File: config.mk
export PLATFORM = sky130hd
export DESIGN_NAME = ring_monitor
export DESIGN_NICKNAME = d
export VERILOG_FILES = /design/src/rtl/ring_pkg.sv /design/src/rtl/ring_onehot_enc.sv /design/src/rtl/ring_monitor.sv
export SDC_FILE = /design/constraint.sdc
export NUM_CORES = 1
export LEC_CHECK = 0
export ABC_AREA = 1
export CORE_MARGIN = 2
export CORE_UTILIZATION = 45
export DETAILED_ROUTE_END_ITERATION = 10
export HOLD_SLACK_MARGIN = 0.15
export PLACE_DENSITY_LB_ADDON = 0.05
export SYNTH_ARGS = -nofsm -noshare
export SYNTH_HDL_FRONTEND = slang
export SYNTH_SLANG_ARGS = --single-unit
File: constraint.sdc
create_clock -name clk -period 4.47 [get_ports clk]
set_clock_uncertainty 0.2 [all_clocks]
set_input_delay 1.341 -clock clk [delete_from_list [all_inputs] [get_ports clk]]
set_output_delay 1.341 -clock clk [all_outputs]
set_load 0.02 [all_outputs]
File: src/rtl/ring_pkg.sv
// ring_pkg: shared monitor state type and the ring direction / position helpers
package ring_pkg;
    localparam int MAX_N = 64;
    localparam int MAX_W = $clog2(MAX_N);
    typedef enum logic [1:0] {UNLOCKED, ACQUIRE, LOCKED} state_t;
    function automatic logic [MAX_N-1:0] ring_rotate(input logic [MAX_N-1:0] q, input int n);
        return ((q << 1) | (q >> (n - 1))) & ((MAX_N'(1) << n) - MAX_N'(1));
    endfunction
    function automatic logic [MAX_W-1:0] onehot_idx(input logic [MAX_N-1:0] q);
        onehot_idx = '0;
        for (int i = 0; i < MAX_N; i++)
            if (q[i]) onehot_idx = MAX_W'(i);
    endfunction
endpackage

File: src/rtl/ring_onehot_enc.sv
// ring_onehot_enc: one-hot validity check and binary position of the hot bit
module ring_onehot_enc
    import ring_pkg::*;
#(
    parameter int N = 4,
    localparam int IDX_W = $clog2(N)
) (
    input  logic [N-1:0]     ring_q,
    output logic             valid,
    output logic [IDX_W-1:0] idx
);
    assign valid = $countones(ring_q) == 1;
    assign idx = IDX_W'(onehot_idx(MAX_N'(ring_q)));
endmodule

File: src/rtl/ring_monitor.sv
// ring_monitor: checks a one-hot ring token advances one step per sample, tracks lock and errors
module ring_monitor
    import ring_pkg::*;
#(
    parameter int N = 4,
    parameter int LOCK_CNT = 2,
    parameter int CNT_W = 8,
    localparam int IDX_W = $clog2(N)
) (
    input  logic             clk,
    input  logic             reset,
    input  logic [N-1:0]     ring_q,
    input  logic             sample_en,
    input  logic             err_clr,
    output logic [IDX_W-1:0] index,
    output logic             onehot_ok,
    output logic             locked,
    output logic             err_pulse,
    output logic             wrap_pulse,
    output logic [CNT_W-1:0] err_count
);
    localparam int GW = LOCK_CNT > 1 ? $clog2(LOCK_CNT) : 1;
    state_t state, state_nx;
    logic [GW-1:0] good_cnt, cnt_nx;
    logic [N-1:0] prev_q, expected;
    logic [IDX_W-1:0] idx;
    logic valid, step_ok, err_nx, wrap_nx;
    ring_onehot_enc #(.N(N)) u_enc (.ring_q(ring_q), .valid(valid), .idx(idx));
    assign expected = N'(ring_rotate(MAX_N'(prev_q), N));
    assign step_ok = valid && ring_q == expected;
    always_ff @(posedge clk) begin
        if (reset) begin
            state <= UNLOCKED;
            good_cnt <= '0;
        end else begin
            state <= state_nx;
            good_cnt <= cnt_nx;
        end
    end
    always_comb begin
        state_nx = state;
        cnt_nx = good_cnt;
        if (sample_en)
            case (state)
                UNLOCKED: if (valid) begin
                    state_nx = ACQUIRE;
                    cnt_nx = '0;
                end
                ACQUIRE: if (step_ok && good_cnt == GW'(LOCK_CNT - 1)) state_nx = LOCKED;
                else if (step_ok) cnt_nx = good_cnt + 1'b1;
                else begin
                    state_nx = valid ? ACQUIRE : UNLOCKED;
                    cnt_nx = '0;
                end
                LOCKED: if (!step_ok) begin
                    state_nx = valid ? ACQUIRE : UNLOCKED;
                    cnt_nx = '0;
                end
                default: state_nx = UNLOCKED;
            endcase
    end
    always_comb begin
        err_nx = sample_en && state == LOCKED && !step_ok;
        wrap_nx = sample_en && state == LOCKED && step_ok && ring_q[0];
    end
    always_ff @(posedge clk) begin
        if (reset) begin
            prev_q <= '0;
            index <= '0;
            onehot_ok <= 1'b0;
            locked <= 1'b0;
            err_pulse <= 1'b0;
            wrap_pulse <= 1'b0;
            err_count <= '0;
        end else begin
            err_pulse <= err_nx;
            wrap_pulse <= wrap_nx;
            locked <= state_nx == LOCKED;
            if (sample_en) begin
                prev_q <= ring_q;
                onehot_ok <= valid;
                if (valid) index <= idx;
            end
            if (err_clr) err_count <= '0;
            else if (err_nx && err_count != '1) err_count <= err_count + 1'b1;
        end
    end
endmodule

After elaboration in Yosys (flattened, before gate mapping)
Cells that the tools add are included.

Flip-flop bits (word level): 21. Input port bits: 8. Output and inout port bits: 14. Word-level logic and storage cells: 51.

Add/sub/neg operators: 5. Equal/unequal tests: 9. Mux-type cells: 14. Bitwise gates (word level): 1. Reduce and logical (&&, ||, !) cells: 13.

Operators with widths (count): $add A32 B32 Y32 (1); $eq A32 B2 Y1 const B (1); $mux W2 (6); $add A8 B1 Y8 const B (1); $ne A8 B8 Y1 const B (1); $logic_and A1 B1 Y1 (7); $mux W1 (6); $ne A2 B2 Y1 const B (3); $pmux W2 S3 (1); $reduce_and A5 Y1 (1); $add A1 B1 Y2 (2); $eq A2 B2 Y1 const B (2); $eq A4 B4 Y1 (1); $or A4 B1 Y4 (1); $pmux W1 S3 (1); $reduce_bool A3 Y1 (1); $eq A2 B1 Y1 const B (1); $logic_not A2 Y1 (1); $reduce_and A2 Y1 (1); $reduce_or A2 Y1 (1); $add A1 B1 Y1 const B (1); $logic_not A1 Y1 (1).

Logic depth before layout (Yosys ltp)
Word-level depth: 9. Depth in mapped cells: 12. Gate-level depth less buffers: 12.

Cells and area by module
Synthesis repeated with hierarchy kept, for this count alone.

Cell total of the unflattened synthesis: 152. Area, all modules: 1114.8 um^2.

Modules (own cells, without submodules): ring_monitor (instances 1, cells each 139, area each 1012.2 um^2, seq. area each 420.4 um^2); ring_onehot_enc (instances 1, cells each 13, area each 102.6 um^2, seq. area each 0.0 um^2).

Worst setup path before layout
Ideal clock, no wire load.

Path type: in2reg. Start point: in ring_q[2]. End point: reg good_cnt. Setup time: 110 ps. Arrival: 3092 ps. Data required time: 4160 ps. Setup slack: 1068 ps. Stages on the path: 12. Buffers on the path: 0. Cell sequence: inv_1 -> ha_1 -> ha_1 -> fa_1 -> nor3_1 -> inv_1 -> nor2_2 -> nand3_1 -> nand3_1 -> nand2_1 -> inv_1 -> nor2_1.

Longest elaborated chain between the ends: 7. Elaborated cells on any way between the ends: 13. Classes of those cells: add/sub: 2; eq/ne: 5; mux: 3; reduce/logical: 3.

Ends and longest elaborated chain: start: declaration (RTL line ring_monitor.sv:12) `input logic [N-1:0] ring_q,`; $add A1 B1 Y2 (implied by the code) (RTL line ring_onehot_enc.sv:12) `assign valid = $countones(ring_q) == 1;`; $add A32 B32 Y32 (implied by the code) (RTL line ring_onehot_enc.sv:12); $eq A32 B2 Y1 (RTL line ring_onehot_enc.sv:12); $logic_and A1 B1 Y1 (RTL line ring_monitor.sv:30) `assign step_ok = valid && ring_q == expected;`; $mux W1 or $logic_and A1 B1 Y1 (tied branches) (RTL line ring_monitor.sv:50, ring_monitor.sv:49); $mux W1 or $ne A2 B2 Y1 (tied branches); $pmux W1 S3 or $reduce_and A5 Y1 (tied branches); end signal: assignment (RTL line ring_monitor.sv:37) `good_cnt <= cnt_nx;`; end: declaration (RTL line ring_monitor.sv:24) `logic [GW-1:0] good_cnt, cnt_nx;`.

Parallel ways exist; a longest one is shown, timed or not. The select of a mux whose other input is x is not followed. A chain may end at the register's enable or synchronous reset.

Worst setup path after layout
Start point: in ring_q[3]. End point: reg good_cnt.

The elaborated chain is that of the path after synthesis.

==> impl_metrics.tcl <==
set metrics [dict create \
    status "finished clean" \
    wl_mm 2.34 \
    vias_per_cell 5.05 \
    dieHeight_um 53.8 \
    arrival_ns 3.88 \
    postSynth.asyncResetShare 0 \
    hpwl_mm 1.75 \
    drt_pass1_iterations 4 \
    portBuffers 21 \
    syn_to_final_growth_pct 24.5 \
    relSlewSlack 0.758 \
    cts-buffers-inserted 3 \
    drv_cap 0 \
    io_pins 22 \
    finalCritPeriodShare 0.863 \
    yosys.area.top_type_share 0.376 \
    yosys-top-cells-area "dfxtp_1 (38%), nand2_1 (10%), a21oi_1 (7.2%), inv_1 (7.1%), nand3_1 (5.8%)" \
    num_vias 1051 \
    report.final.slew_viol_count 0 \
    pre_cts_slack_ns 0.289 \
    drt_iter0_markers 22 \
    ys.flop_type "dfxtp_1" \
    r2r_end "err_count[3]" \
    worst_slew_pin_slew_ns 0.361 \
    drive_above_1_share 0.0843 \
    post_cts_buffers 0 \
    finalSetupViolCount 0 \
    wl_per_cell_um 11.2 \
    max_freq_mhz 259 \
    ant_nets 0 \
    clockBufferDepth 2 \
    cts_tree "yes" \
    p_per_area_nw_per_um2 265 \
    netlist_instances 153 \
    cts_resized 0 \
    setup_ws_ns 0.612 \
    netlist_area_um2 1120 \
    design.core.area_um2 2410 \
    drc 0 \
    startpoint_type "input port" \
    ys_seq_elements 21 \
    holdPathEnd "prev_q[3]" \
    synth-edff-count 0 \
    row_count 18 \
    clk_root_buffer_cell "clkbuf_4" \
    track_usage 0.183 \
    htreeDepth 1 \
    stdcell_count 208 \
    fp.dieW_um 53.8 \
    holdCritStartpoint "prev_q[3]" \
    nets 193 \
    start_util 0.464 \
    grt_pass1_wl_mm 3.83 \
    diodes 0 \
    yosysMostFrequentCell "nand2_1" \
    synth_common_cells "nand2_1 (30), dfxtp_1 (21), inv_1 (21)" \
    hold_depth 2 \
    timing_hold_violations_final 0 \
    final.min_clock_period_ns 3.86 \
    avgSynthCellArea_um2 7.30 \
    rrSetupSlack_ns 2.80 \
    antenna_found_initial 0 \
    path_class "in -> reg" \
    cp_max_fo 5 \
    yosysTopAreaCell "dfxtp_1" \
    finalSetupTns_ns 0 \
    postCtsHoldBufs 0 \
    p_leak_nw 0.601 \
    placedCellCount 204 \
    end_kind "flop" \
    rsz0062_at_grt "no" \
    grt_overflow 0 \
    required_ns 4.49 \
    yosysWarnings 0 \
    place_congestion 0.818 \
    die_area_um2 2900 \
    ys_seq_area_frac 0.376 \
    synth.net_count 167 \
    insertion_delay_ns 0.30 \
    yosysUniqueCellTypes 24 \
    path_clk_slew_ns 0.12 \
    timing.rr.start "err_count[0]" \
    hp-class "reg -> reg" \
    grt_max_degree 12 \
    grt_pass1_vias 903 \
    r2r_cells 7 \
    vdd_drop_max_uv 268 \
    clkSinkCount 21 \
]
[layer usage]
metal,global-route usage,vias up,wire [um]
li1,-,547,-
met1,0.248,479,1210
met2,0.283,23,1020
met3,0.0500,2,99
met4,0.0513,0,15
met5,0,-,0
[where the power goes]
| part | switching [mW] | internal [mW] | leakage (nW) |
|---|---|---|---|
| Combinational | 0.0430 | 0.0300 | 0.415 |
| Sequential | 0.00521 | 0.196 | 0.171 |
| Clock | 0.0594 | 0.0348 | 0.0150 |
[cells by family after synthesis]
logic type,after synthesis,synth area share
xor gates and xnor gates,5,0.0392
DFF,21,0.376
and+or+nand+nor,70,0.299
buffers and inverters,24,0.0829
AOI/OAI and AO/OA,27,0.129
adders and majority gates,6,0.0739
[registers in the layout, summed over array words and instances (netlist names)]
| name | flops |
|---|---|
| err_count | 8 |
| prev_q | 4 |
| index | 2 |
| state | 2 |
| err_pulse | 1 |
| good_cnt | 1 |
| locked | 1 |
| onehot_ok | 1 |
| wrap_pulse | 1 |
[worst max path at each step]
stage / startpoint / endpoint / slack, ns / depth (start not counted)
2_1_floorplan: ring_q[2] / good_cnt / 1.07 / 12
3_3_place_gp: ring_q[3] / locked / 0.40 / 11
3_5_place_dp: ring_q[3] / locked / 0.29 / 11
4_1_cts: ring_q[3] / locked / 0.62 / 11
5_1_grt: ring_q[3] / locked / 0.39 / 11
6_report: ring_q[3] / good_cnt / 0.61 / 13
[area by class of cell]
cell class              count  area (um2)
clock buffers               4        26.3
fillers                   222        1020
inverters                  24        92.6
multi-input cells         108         604
flip-flops and latches     21         420
well taps                  30        37.5
repair buffers             21         210
[metrics by stage]
step / area, um2 / hold WS (ns) / power, mW / util
floorplan: 1120 / 0.247 / 0.251 / -
global placement: 1370 / 0.257 / 0.276 / 0.566
detailed placement: 1370 / 0.272 / 0.278 / 0.566
CTS: 1390 / 0.290 / 0.372 / 0.577
global route: 1390 / 0.336 / 0.389 / 0.577
finish: 1390 / 0.288 / 0.368 / 0.577
[cells in the final DEF (no fill, tap or decap)]
cell / netlist / routed
nor2_2: 4 / 4
clkdlybuf4s50_1: 0 / 21
a21oi_1: 16 / 16
o31ai_1: 1 / 1
nand4_1: 2 / 2
clkbuf_1: 0 / 1
ha_1: 5 / 5
nand2_8: 1 / 1
o21a_1: 1 / 1
inv_1: 21 / 21
inv_4: 1 / 1
xor2_1: 3 / 3
nand3_1: 13 / 13
nand3_2: 1 / 1
nor3_1: 4 / 4
dfxtp_1: 21 / 21
o21ai_0: 8 / 8
nor2_1: 12 / 12
o21ai_2: 1 / 1
xnor2_1: 2 / 2
and3_1: 1 / 1
clkbuf_4: 0 / 3
nand2_2: 1 / 1
inv_2: 2 / 2
fa_1: 1 / 1
nand2_4: 1 / 1
nand2_1: 30 / 30
[worst max-delay path, cell delays in order]
cell and delay, ns:
clkdlybuf4s50_1 0.57, inv_2 0.06, ha_1 0.28, ha_1 0.20
fa_1 0.42, nor3_1 0.31, inv_1 0.13, nor2_2 0.16
nand3_1 0.15, nand3_1 0.11, nand2_1 0.06, inv_1 0.05
nor2_1 0.03
(Power assumes the default switching activity.)
